--- config.mk ---
export PLATFORM = sky130hd
export DESIGN_NAME = ip_tx
export DESIGN_NICKNAME = d
export VERILOG_FILES = /design/src/rtl/ip_pkg.sv /design/src/rtl/ip_checksum.sv /design/src/rtl/ip_tx.sv
export SDC_FILE = /design/constraint.sdc
export NUM_CORES = 1
export LEC_CHECK = 0
export ABC_AREA = 1
export BUFFER_PORTS_ARGS = -buffer_cell sky130_fd_sc_hd__buf_2
export CORE_MARGIN = 1
export CORE_UTILIZATION = 55
export DETAILED_ROUTE_END_ITERATION = 8
export PLACE_DENSITY = 0.83
export SLEW_MARGIN = 20
export SYNTH_ARGS = -nofsm -noshare
export SYNTH_HDL_FRONTEND = slang
export SYNTH_SLANG_ARGS = --single-unit
--- constraint.sdc ---
create_clock -name clk -period 3.9 [get_ports clk]
set_input_delay 0.39 -clock clk [delete_from_list [all_inputs] [get_ports clk]]
set_output_delay 0.39 -clock clk [all_outputs]
set_load 0.02 [all_outputs]
--- src/rtl/ip_pkg.sv ---
`default_nettype none
// ============================================================================
// Module : ip_pkg
// Shared IPv4 transmit definitions: FSM encodings, header constants and a
// header-word helper used by the transmit path and the checksum feed.
// Rev    : 1.0 - initial release
// ============================================================================
package ip_pkg;

    localparam logic [4:0] S_IDLE         = 5'b00001;
    localparam logic [4:0] S_GEN_CHECKSUM = 5'b00010;
    localparam logic [4:0] S_FOLD         = 5'b00100;
    localparam logic [4:0] S_SEND_WAIT    = 5'b01000;
    localparam logic [4:0] S_IP_SEND      = 5'b10000;

    localparam logic [15:0] IP_HDR_LEN    = 16'd20;
    localparam logic [15:0] UDP_HDR_LEN   = 16'd8;
    localparam logic [7:0]  IP_PROTO_UDP  = 8'h11;
    localparam logic [15:0] IP_FLAGS_WORD = 16'h4000;
    localparam logic [7:0]  IP_VER_IHL    = 8'h45;
    localparam logic [3:0]  HDR_LAST_WORD = 4'd9;

    typedef struct packed {
        logic [31:0] src;
        logic [31:0] dst;
        logic [15:0] total_len;
        logic [15:0] id;
    } ip_hdr_t;

    // Word 5 is the checksum slot and reads as zero here.
    function automatic logic [15:0] hdr_word(input ip_hdr_t h, input logic [7:0] ttl,
                                             input logic [3:0] idx);
        logic [15:0] w;
        w = 16'h0000;
        case (idx)
            4'd0:    w = {IP_VER_IHL, 8'h00};
            4'd1:    w = h.total_len;
            4'd2:    w = h.id;
            4'd3:    w = IP_FLAGS_WORD;
            4'd4:    w = {ttl, IP_PROTO_UDP};
            4'd6:    w = h.src[31:16];
            4'd7:    w = h.src[15:0];
            4'd8:    w = h.dst[31:16];
            4'd9:    w = h.dst[15:0];
            default: w = 16'h0000;
        endcase
        return w;
    endfunction

endpackage
`default_nettype wire

--- src/rtl/ip_checksum.sv ---
`default_nettype none
// ============================================================================
// Module : ip_checksum
// Sequential 16-bit one's-complement accumulate / double-fold / invert engine.
// Rev    : 1.0 - initial release
// ============================================================================
module ip_checksum (
    input  logic        clk,
    input  logic        rst_n,
    input  logic        start,
    input  logic        valid,
    input  logic        last,
    input  logic [15:0] word,
    output logic        done,
    output logic [15:0] checksum
);

    localparam logic [1:0] P_ACCUM = 2'd0;
    localparam logic [1:0] P_FOLD1 = 2'd1;
    localparam logic [1:0] P_FOLD2 = 2'd2;
    localparam logic [1:0] P_HOLD  = 2'd3;

    logic [19:0] sum_q, sum_d;
    logic [1:0]  phase_q, phase_d;
    logic [15:0] csum_q, csum_d;
    logic [19:0] w_fold;

    assign w_fold = {4'h0, sum_q[15:0]} + {16'h0000, sum_q[19:16]};

    always_comb begin
        sum_d   = sum_q;
        phase_d = phase_q;
        csum_d  = csum_q;
        if (start) begin
            sum_d   = 20'h00000;
            phase_d = P_ACCUM;
        end else begin
            case (phase_q)
                P_ACCUM: begin
                    if (valid) begin
                        sum_d = sum_q + {4'h0, word};
                        if (last) begin
                            phase_d = P_FOLD1;
                        end
                    end
                end
                P_FOLD1: begin
                    sum_d   = w_fold;
                    phase_d = P_FOLD2;
                end
                P_FOLD2: begin
                    // Second fold cannot carry again, so its low half is final.
                    sum_d   = w_fold;
                    csum_d  = ~w_fold[15:0];
                    phase_d = P_HOLD;
                end
                default: begin
                    phase_d = P_HOLD;
                end
            endcase
        end
    end

    always_ff @(posedge clk or negedge rst_n) begin
        if (!rst_n) begin
            sum_q   <= 20'h00000;
            phase_q <= P_ACCUM;
            csum_q  <= 16'h0000;
        end else begin
            sum_q   <= sum_d;
            phase_q <= phase_d;
            csum_q  <= csum_d;
        end
    end

    assign done     = (phase_q == P_FOLD2);
    assign checksum = csum_q;

endmodule
`default_nettype wire

--- src/rtl/ip_tx.sv ---
`default_nettype none
// ============================================================================
// Module : ip_tx
// IPv4 transmit stage: builds the 20-byte header, then streams the UDP bytes.
// Rev    : 1.0 - initial release
// ============================================================================
module ip_tx
    import ip_pkg::*;
#(
    parameter logic [7:0]  TTL         = 8'h80,
    parameter int          UDP_LATENCY = 2,
    parameter int          MIN_IP_LEN  = 46,
    parameter logic [15:0] TIMEOUT     = 16'hffff
) (
    input  logic        clk,
    input  logic        rst_n,
    input  logic [31:0] source_ip_addr,
    input  logic [31:0] destination_ip_addr,
    input  logic [15:0] udp_send_data_length,
    input  logic        ip_tx_req,
    input  logic        ip_data_req,
    output logic        ip_tx_ready,
    output logic [7:0]  ip_tx_data,
    output logic        ip_tx_end,
    output logic        udp_tx_req,
    input  logic        udp_tx_ready,
    output logic        udp_data_req,
    input  logic [7:0]  udp_tx_data
);

    localparam logic [15:0] MIN_LEN     = 16'(MIN_IP_LEN);
    localparam logic [15:0] UDP_REQ_CNT = IP_HDR_LEN - 16'(UDP_LATENCY);

    logic [4:0]  state_q, state_d;
    logic [31:0] src_q, src_d;
    logic [31:0] dst_q, dst_d;
    logic [15:0] total_len_q, total_len_d;
    logic [15:0] send_len_q, send_len_d;
    logic [15:0] id_q, id_d;
    logic [3:0]  gen_cnt_q, gen_cnt_d;
    logic [15:0] wait_q, wait_d;
    logic [15:0] cnt_q, cnt_d;
    logic        ready_q, ready_d;
    logic [7:0]  data_q, data_d;
    logic        end_q, end_d;
    logic        udp_req_q, udp_req_d;

    ip_hdr_t     w_hdr;
    logic [15:0] w_total_len;
    logic [15:0] w_tx_word;
    logic [7:0]  w_hdr_byte;
    logic        ck_start;
    logic        ck_valid;
    logic        ck_last;
    logic [15:0] ck_word;
    logic        ck_done;
    logic [15:0] ck_sum;

    assign w_hdr       = '{src: src_q, dst: dst_q, total_len: total_len_q, id: id_q};
    assign w_total_len = udp_send_data_length + IP_HDR_LEN + UDP_HDR_LEN;

    // Header bytes come out big-endian, two per 16-bit header word.
    assign w_tx_word  = (cnt_q[4:1] == 4'd5) ? ck_sum : hdr_word(w_hdr, TTL, cnt_q[4:1]);
    assign w_hdr_byte = cnt_q[0] ? w_tx_word[7:0] : w_tx_word[15:8];

    assign ck_start = (state_q == S_IDLE) && ip_tx_req;
    assign ck_valid = (state_q == S_GEN_CHECKSUM);
    assign ck_last  = (gen_cnt_q == HDR_LAST_WORD);
    assign ck_word  = hdr_word(w_hdr, TTL, gen_cnt_q);

    ip_checksum u_checksum (
        .clk      (clk),
        .rst_n    (rst_n),
        .start    (ck_start),
        .valid    (ck_valid),
        .last     (ck_last),
        .word     (ck_word),
        .done     (ck_done),
        .checksum (ck_sum)
    );

    always_comb begin
        state_d     = state_q;
        src_d       = src_q;
        dst_d       = dst_q;
        total_len_d = total_len_q;
        send_len_d  = send_len_q;
        id_d        = id_q;
        gen_cnt_d   = gen_cnt_q;
        wait_d      = wait_q;
        cnt_d       = cnt_q;
        data_d      = 8'h00;
        end_d       = 1'b0;
        udp_req_d   = 1'b0;

        case (state_q)
            S_IDLE: begin
                if (ip_tx_req) begin
                    src_d       = source_ip_addr;
                    dst_d       = destination_ip_addr;
                    total_len_d = w_total_len;
                    send_len_d  = (w_total_len < MIN_LEN) ? MIN_LEN : w_total_len;
                    gen_cnt_d   = 4'd0;
                    udp_req_d   = 1'b1;
                    state_d     = S_GEN_CHECKSUM;
                end
            end
            S_GEN_CHECKSUM: begin
                gen_cnt_d = gen_cnt_q + 4'd1;
                if (ck_last) begin
                    state_d = S_FOLD;
                end
            end
            S_FOLD: begin
                if (ck_done) begin
                    wait_d  = 16'h0000;
                    state_d = S_SEND_WAIT;
                end
            end
            S_SEND_WAIT: begin
                // A ready MAC takes priority over an expiring timeout.
                if (ip_data_req && udp_tx_ready) begin
                    cnt_d   = 16'h0000;
                    state_d = S_IP_SEND;
                end else if (wait_q == TIMEOUT) begin
                    state_d = S_IDLE;
                end else begin
                    wait_d = wait_q + 16'd1;
                end
            end
            S_IP_SEND: begin
                cnt_d  = cnt_q + 16'd1;
                data_d = (cnt_q < IP_HDR_LEN) ? w_hdr_byte : udp_tx_data;
                if (cnt_q == send_len_q - 16'd1) begin
                    end_d   = 1'b1;
                    id_d    = id_q + 16'd1;
                    state_d = S_IDLE;
                end
            end
            default: begin
                state_d = S_IDLE;
            end
        endcase

        ready_d = (state_d == S_SEND_WAIT);
    end

    always_ff @(posedge clk or negedge rst_n) begin
        if (!rst_n) begin
            state_q     <= S_IDLE;
            src_q       <= 32'h0;
            dst_q       <= 32'h0;
            total_len_q <= 16'h0;
            send_len_q  <= 16'h0;
            id_q        <= 16'h0;
            gen_cnt_q   <= 4'h0;
            wait_q      <= 16'h0;
            cnt_q       <= 16'h0;
            ready_q     <= 1'b0;
            data_q      <= 8'h00;
            end_q       <= 1'b0;
            udp_req_q   <= 1'b0;
        end else begin
            state_q     <= state_d;
            src_q       <= src_d;
            dst_q       <= dst_d;
            total_len_q <= total_len_d;
            send_len_q  <= send_len_d;
            id_q        <= id_d;
            gen_cnt_q   <= gen_cnt_d;
            wait_q      <= wait_d;
            cnt_q       <= cnt_d;
            ready_q     <= ready_d;
            data_q      <= data_d;
            end_q       <= end_d;
            udp_req_q   <= udp_req_d;
        end
    end

    // Combinational so UDP byte 0 lands on udp_tx_data exactly when cnt reaches 20.
    assign udp_data_req = (state_q == S_IP_SEND) && (cnt_q == UDP_REQ_CNT);
    assign ip_tx_ready  = ready_q;
    assign ip_tx_data   = data_q;
    assign ip_tx_end    = end_q;
    assign udp_tx_req   = udp_req_q;

endmodule
`default_nettype wire

# Word-level counts from Yosys, hierarchy flattened
# Cells that the tools add are included.
[word_totals] regBits=202 out_inout_bits=12 word_cells=116 inputBits=93
[classes] bitwise_logic=2 reduce_logical=19 n_addsub=9 magnitude_cmp=2 mux=33 n_eq_ne=35
[ops] op="16-bit one-hot mux with 9 select lines" n=2
[ops] op="16-bit two-way mux" n=6
[ops] op="16-bit one-hot mux with 2 select lines" n=2
[ops] op="16-bit by 1-bit adder with 16-bit output, second input constant" n=3
[ops] op="20-bit two-way mux" n=2
[ops] op="20-bit one-hot mux with 2 select lines" n=1
[ops] op="5-bit two-way mux" n=6
[ops] op="4-bit by 3-bit equality test with 1-bit output, second input constant" n=7
[ops] op="5-bit one-hot mux with 5 select lines" n=1
[ops] op="8-bit two-way mux" n=3
[ops] op="20-bit by 16-bit adder with 20-bit output" n=1
[ops] op="16-bit by 4-bit adder with 17-bit output" n=1
[ops] op="16-bit by 4-bit adder with 16-bit output, second input constant" n=1
[ops] op="16-bit by 5-bit adder with 16-bit output, second input constant" n=1
[ops] op="16-bit equality test" n=1
[ops] op="16-bit equality test, second input constant" n=1
[ops] op="16-bit by 5-bit equality test with 1-bit output, second input constant" n=1
[ops] op="4-bit by 2-bit equality test with 1-bit output, second input constant" n=4
[ops] op="4-bit equality test, second input constant" n=4
[ops] op="16-bit by 5-bit less-than comparator with 1-bit output, second input constant" n=1
[ops] op="16-bit by 6-bit less-than comparator with 1-bit output, second input constant" n=1
[ops] op="16-bit NOT" n=1
[ops] op="16-bit by 1-bit subtractor with 16-bit output, second input constant" n=1
[ops] op="2-bit AND reduction" n=7
[ops] op="24 further kinds" n=41

# Depth between registers and ports, before layout
[logic_depth] depth_word=6 depth_mapped=21 ltp_nobuf=21

# By module
# Synthesis repeated with hierarchy kept, for this count alone.
[hier_totals] cells_unflattened=1836 hier_area_um2=13096.3
[modules_own_cells] module="ip_tx" area_each_um2=9850.7 instances=1 seq_area_each_um2=4105.2 cells_each=1329
[modules_own_cells] module="ip_checksum" area_each_um2=3245.6 instances=1 seq_area_each_um2=950.9 cells_each=507

# Worst setup path before layout
# OpenSTA, ideal clock, no wires.
[synth_path] path_type="flip-flop to flip-flop" from="register gen_cnt_q[0]" to="register u_checksum.sum_q[12]" n_path_buf=0 setup_slack_ps=977 path_stages_with_launch=21 t_arrival_ps=2857 t_required_ps=3834 path_cell_list="dfrtp_1 inv_1 ha_1 inv_1 nor3_1 inv_1 o22ai_1 or4_1 ha_1 inv_1 fa_1 inv_1 nand3_1 nand2_1 nand2_1 nand3_1 a21oi_1 or2_2 nand2_1 nand3_1 nand2_1"
[synth_between] elab_chain_len=6 elab_cells_between_ends=14 cone_classes="1 x add/sub; 8 x eq/ne; 4 x mux; 1 x reduce/logical"
[synth_rtl] item="start, declared" line_no="ip_tx.sv:40" source="logic [3:0] gen_cnt_q, gen_cnt_d;"
[synth_rtl] item="start signal, assigned" line_no="ip_tx.sv:170" source="gen_cnt_q <= gen_cnt_d;"
[synth_rtl] item="4-bit equality test, or another cell as far along" line_no="ip_pkg.sv:35" source="case (idx)"
[synth_rtl] item="16-bit one-hot mux with 9 select lines (*)" line_no="ip_pkg.sv:35"
[synth_rtl] item="20-bit by 16-bit adder with 20-bit output (*)" line_no="ip_checksum.sv:41" source="sum_d = sum_q + {4'h0, word};"
[synth_rtl] item="20-bit two-way mux (*)" line_no="ip_checksum.sv:40" source="if (valid) begin"
[synth_rtl] item="20-bit one-hot mux with 2 select lines (*)" line_no="ip_checksum.sv:38" source="case (phase_q)"
[synth_rtl] item="20-bit two-way mux (*)" line_no="ip_checksum.sv:34" source="if (start) begin"
[synth_rtl] item="end signal, assigned" line_no="ip_checksum.sv:70" source="sum_q <= sum_d;"
[synth_rtl] item="end, declared" line_no="ip_checksum.sv:23" source="logic [19:0] sum_q, sum_d;"
# Mark *: on every way between the ends. The rest lies on a longest branch, timed or not. The select of a mux whose other input is x is not followed.
# A chain may end at the register's enable or synchronous reset.

# Worst setup path in the final report
[layout_path] from="register gen_cnt_q[0]" to="register u_checksum.sum_q[10]"
# Same word-level chain as after synthesis.

==> key figures <==
Run status
  • Status: complete, no violations

Synth
  • Synth async-reset ratio: 1.00
  • Syn nets: 1936
  • Synth cell types: 50
  • #FFs+latches synth: 202
  • Seq/Total Area, Yosys: 0.392
  • Synth warnings: 0
  • Cell count after synthesis: 1807
  • Yosys top cell area share: 0.390
  • Top_reg_cell synth: dfrtp_1
  • Post-synth EDFFs: 0
  • Synth Area per Inst: 7.14 um2
  • Cell accounting for the most synthesized area: dfrtp_1
  • Cell Area, Synth: 0.0129 mm2
  • Synth area leaders: dfrtp_1 (39%), nand2_1 (13%), inv_1 (7.4%)

Detailed routing
  • Vias per inst: 5.86
  • DR WL/cell: 18.4 um
  • Drt pass-1 iters: 6
  • Antenna viol nets, final: 0
  • Initial DRC count: 1424
  • Routed wire length: 40800 um
  • Via count: 13032
  • Detailed-route DRC error count: 0

Power and ir drop
  • Internal power: 5.57 mW
  • Clock power frac: 0.236
  • Power Dens Cells: 683 mW/mm2
  • Sw Ratio: 0.439
  • Sequential power share: 0.334
  • Peak VDD IR: 0.442 mV
  • P_leak: 7.14 nW
  • Comb pwr share: 0.430
  • Total power: 9.92 mW
  • Net switching power: 4.36 mW

Setup path
  • Reg2Reg Launch Point: gen_cnt_q[0]
  • Critical path arrival: 3940 ps
  • Worst r2r path cells: 19
  • Reg2reg end: u_checksum.sum_q[10]
  • CP Launch Type: flop
  • CP required: 4310 ps
  • Flop2flop setup slack: 370 ps
  • CP Launch Point: gen_cnt_q[0]
  • Crit end category: flop
  • WS Path Type: reg -> reg
  • CP max FO: 14

Cells and area
  • Area grow syn2layout: 12.5%
  • Inserted Diodes: 0
  • Finished Layout Cells: 2224
  • Nets@finish: 2024
  • Post-layout util: 0.636
  • Cell area after layout: 0.0145 mm2
  • Layout cell share with drive strength beyond 1: 0.103

Worst hold path
  • Hold Crit Depth: 3
  • Min-Delay Startpoint: source_ip_addr[10]
  • Worst hold-check path type: in -> reg
  • Hold worst-path end: src_q[10]

STA
  • Final Hold Fails: 0
  • Fmax: 283 MHz
  • Setup TNS: 0 ps
  • Final Setup Violations: 0
  • Pins Over Slew Limit: 0
  • Setup WS post-layout: 371 ps
  • Crit share post-route: 0.905
  • Hold Slack: 68.3 ps
  • Least-Margin Pin Slew: 769 ps
  • Setup Skew: 8.76 ps
  • Min cycle time layout: 3530 ps
  • RSZ-0062 raised after global routing: false
  • Max-Slew Margin vs Limit: 0.487

GRT
  • Initial antenna violation count: 1
  • Largest net degree at the start of global routing: 106
  • First-pass GRT wire length: 65600 um
  • Vias in the first global route: 12143
  • Met1 Use GR: 0.485
  • GRT Util Overall: 0.348
  • Grt met2 use: 0.560
  • Met3 Use GR: 0.0532
  • Global route overflow: 0
  • GR peak layer: met2

Floorplan
  • IO Pins: 105
  • Initial core utilization: 0.565
  • CORE AREA: 0.0228 mm2
  • Die Y: 155 um
  • Row cnt: 55
  • Die outline area: 0.0241 mm2
  • Floorplan die width: 155 um

Placed design
  • Post-detail-place hpwl: 30900 um
  • Number of I/O port buffers: 104
  • Cell Area, Placed: 0.0137 mm2
  • Pre-CTS WS: 443 ps
  • Placed cell count: 2182
  • Final GP Congestion: 0.998

Clocking
  • CTS sink count: 202
  • # Post-CTS Setup Buffers: 0
  • # hold bufs at CTS: 1
  • CTS tree: built
  • Total CTS buffers: 23
  • Htree depth: 1
  • CTS root buffer: clkbuf_16
  • Clock latency on the worst-skew pair: 520 ps
  • Clk slew on worst S/H paths: 60 ps
  • Max Root-Sink Buffers: 3
  • PostCTS Resize Cnt: 0

Flow run
  • Max_cap viols: 0
[area by class of cell]
type	instances	area [um2]
repair buffers	119	669
well taps	313	392
fillers	2083	8320
flip-flops and latches	202	5060
clock buffers	29	608
inverters	264	993
multi-input cells	1285	6610
clock inverters	12	194
[cell usage in the layout (no fill, tap or decap), drive strengths merged, types with 2 or more instances in the layout]
cell and instances:
or2 10, a31oi 5, dfrtp 201, nand3b 6, xnor2 12, o221ai 11, a21oi 66, inv 262
clkinv 7, nor2 162, nand3 136, bufinv 5, o211ai 2, a211oi 6, a21o 3, xor2 40
ha 34, fa 2, mux2i 4, nor3 38, nand2 452, nand4 29, nor4 10, buf 117
clkinvlp 2, a221oi 12, a21boi 5, a22oi 3, o31ai 5, o21ai 160, clkbuf 30, o22ai 65
[worst max path at each step]
stage	endpoint	slack, ps
6_report	u_checksum.sum_q[10]	370
5_1_grt	u_checksum.sum_q[14]	110
4_1_cts	u_checksum.sum_q[10]	420
3_5_place_dp	u_checksum.sum_q[10]	440
3_3_place_gp	u_checksum.sum_q[16]	520
2_1_floorplan	u_checksum.sum_q[12]	980
[flip-flops by register name (all words and copies together) (netlist names), 8 cells and up]
signal and flops:
u_checksum.checksum 16, total_len_q 16, u_checksum.sum_q 20, src_q 32, send_len_q 16, dst_q 32, id_q 16, wait_q 16
ip_tx_data 8, cnt_q 16
[cell usage after synthesis (13+ instances only)]
library cell	number
nand3_1	133
ha_1	34
nor2_1	150
clkbuf_1	33
nand2_1	446
o21ai_0	156
a21oi_1	66
inv_1	255
nor3_1	35
buf_2	13
o22ai_1	65
nand4_1	29
xor2_1	40
dfrtp_1	201
[critical path: stages (launching register included)]
cell	delay, ps
dfrtp_1	400
inv_1	110
ha_1	230
nand2_1	420
o21ai_0	130
or4_1	560
ha_1	290
inv_1	100
fa_1	210
inv_1	50
nand3_1	60
nand2_1	100
nand2_1	70
nand3_1	160
nand3_1	120
nand2_1	60
xnor2_1	140
nand2_1	80
nand2_1	60
nand2_1	50
[metal layers]
layer	wire, um	share of wire	vias to the layer above
met5	13	0.00032	-
met2	18700	0.46	600
met3	3460	0.085	91
met1	17400	0.43	6207
met4	1220	0.030	2
li1	-	-	6132
[power by group through the flow]
stage	clock network, mW	logic [mW]	registers [mW]
after floorplan	0	2.97	3.14
after global placement	0	4.09	3.30
after detailed placement	0	4.15	3.32
after CTS	2.36	4.19	3.29
after global routing	2.44	4.77	3.38
final	2.34	4.27	3.32
[logic make-up after synthesis]
family / count (synthesis) / share of synthesized area
compound gates: 348 / 0.154
xor+xnor: 52 / 0.0353
fa+ha+maj: 36 / 0.0361
buf+inv: 320 / 0.0963
flops: 202 / 0.392
mux: 4 / 0.00310
simple gates: 845 / 0.283
No activity file was read; power rests on OpenSTA's default activity.
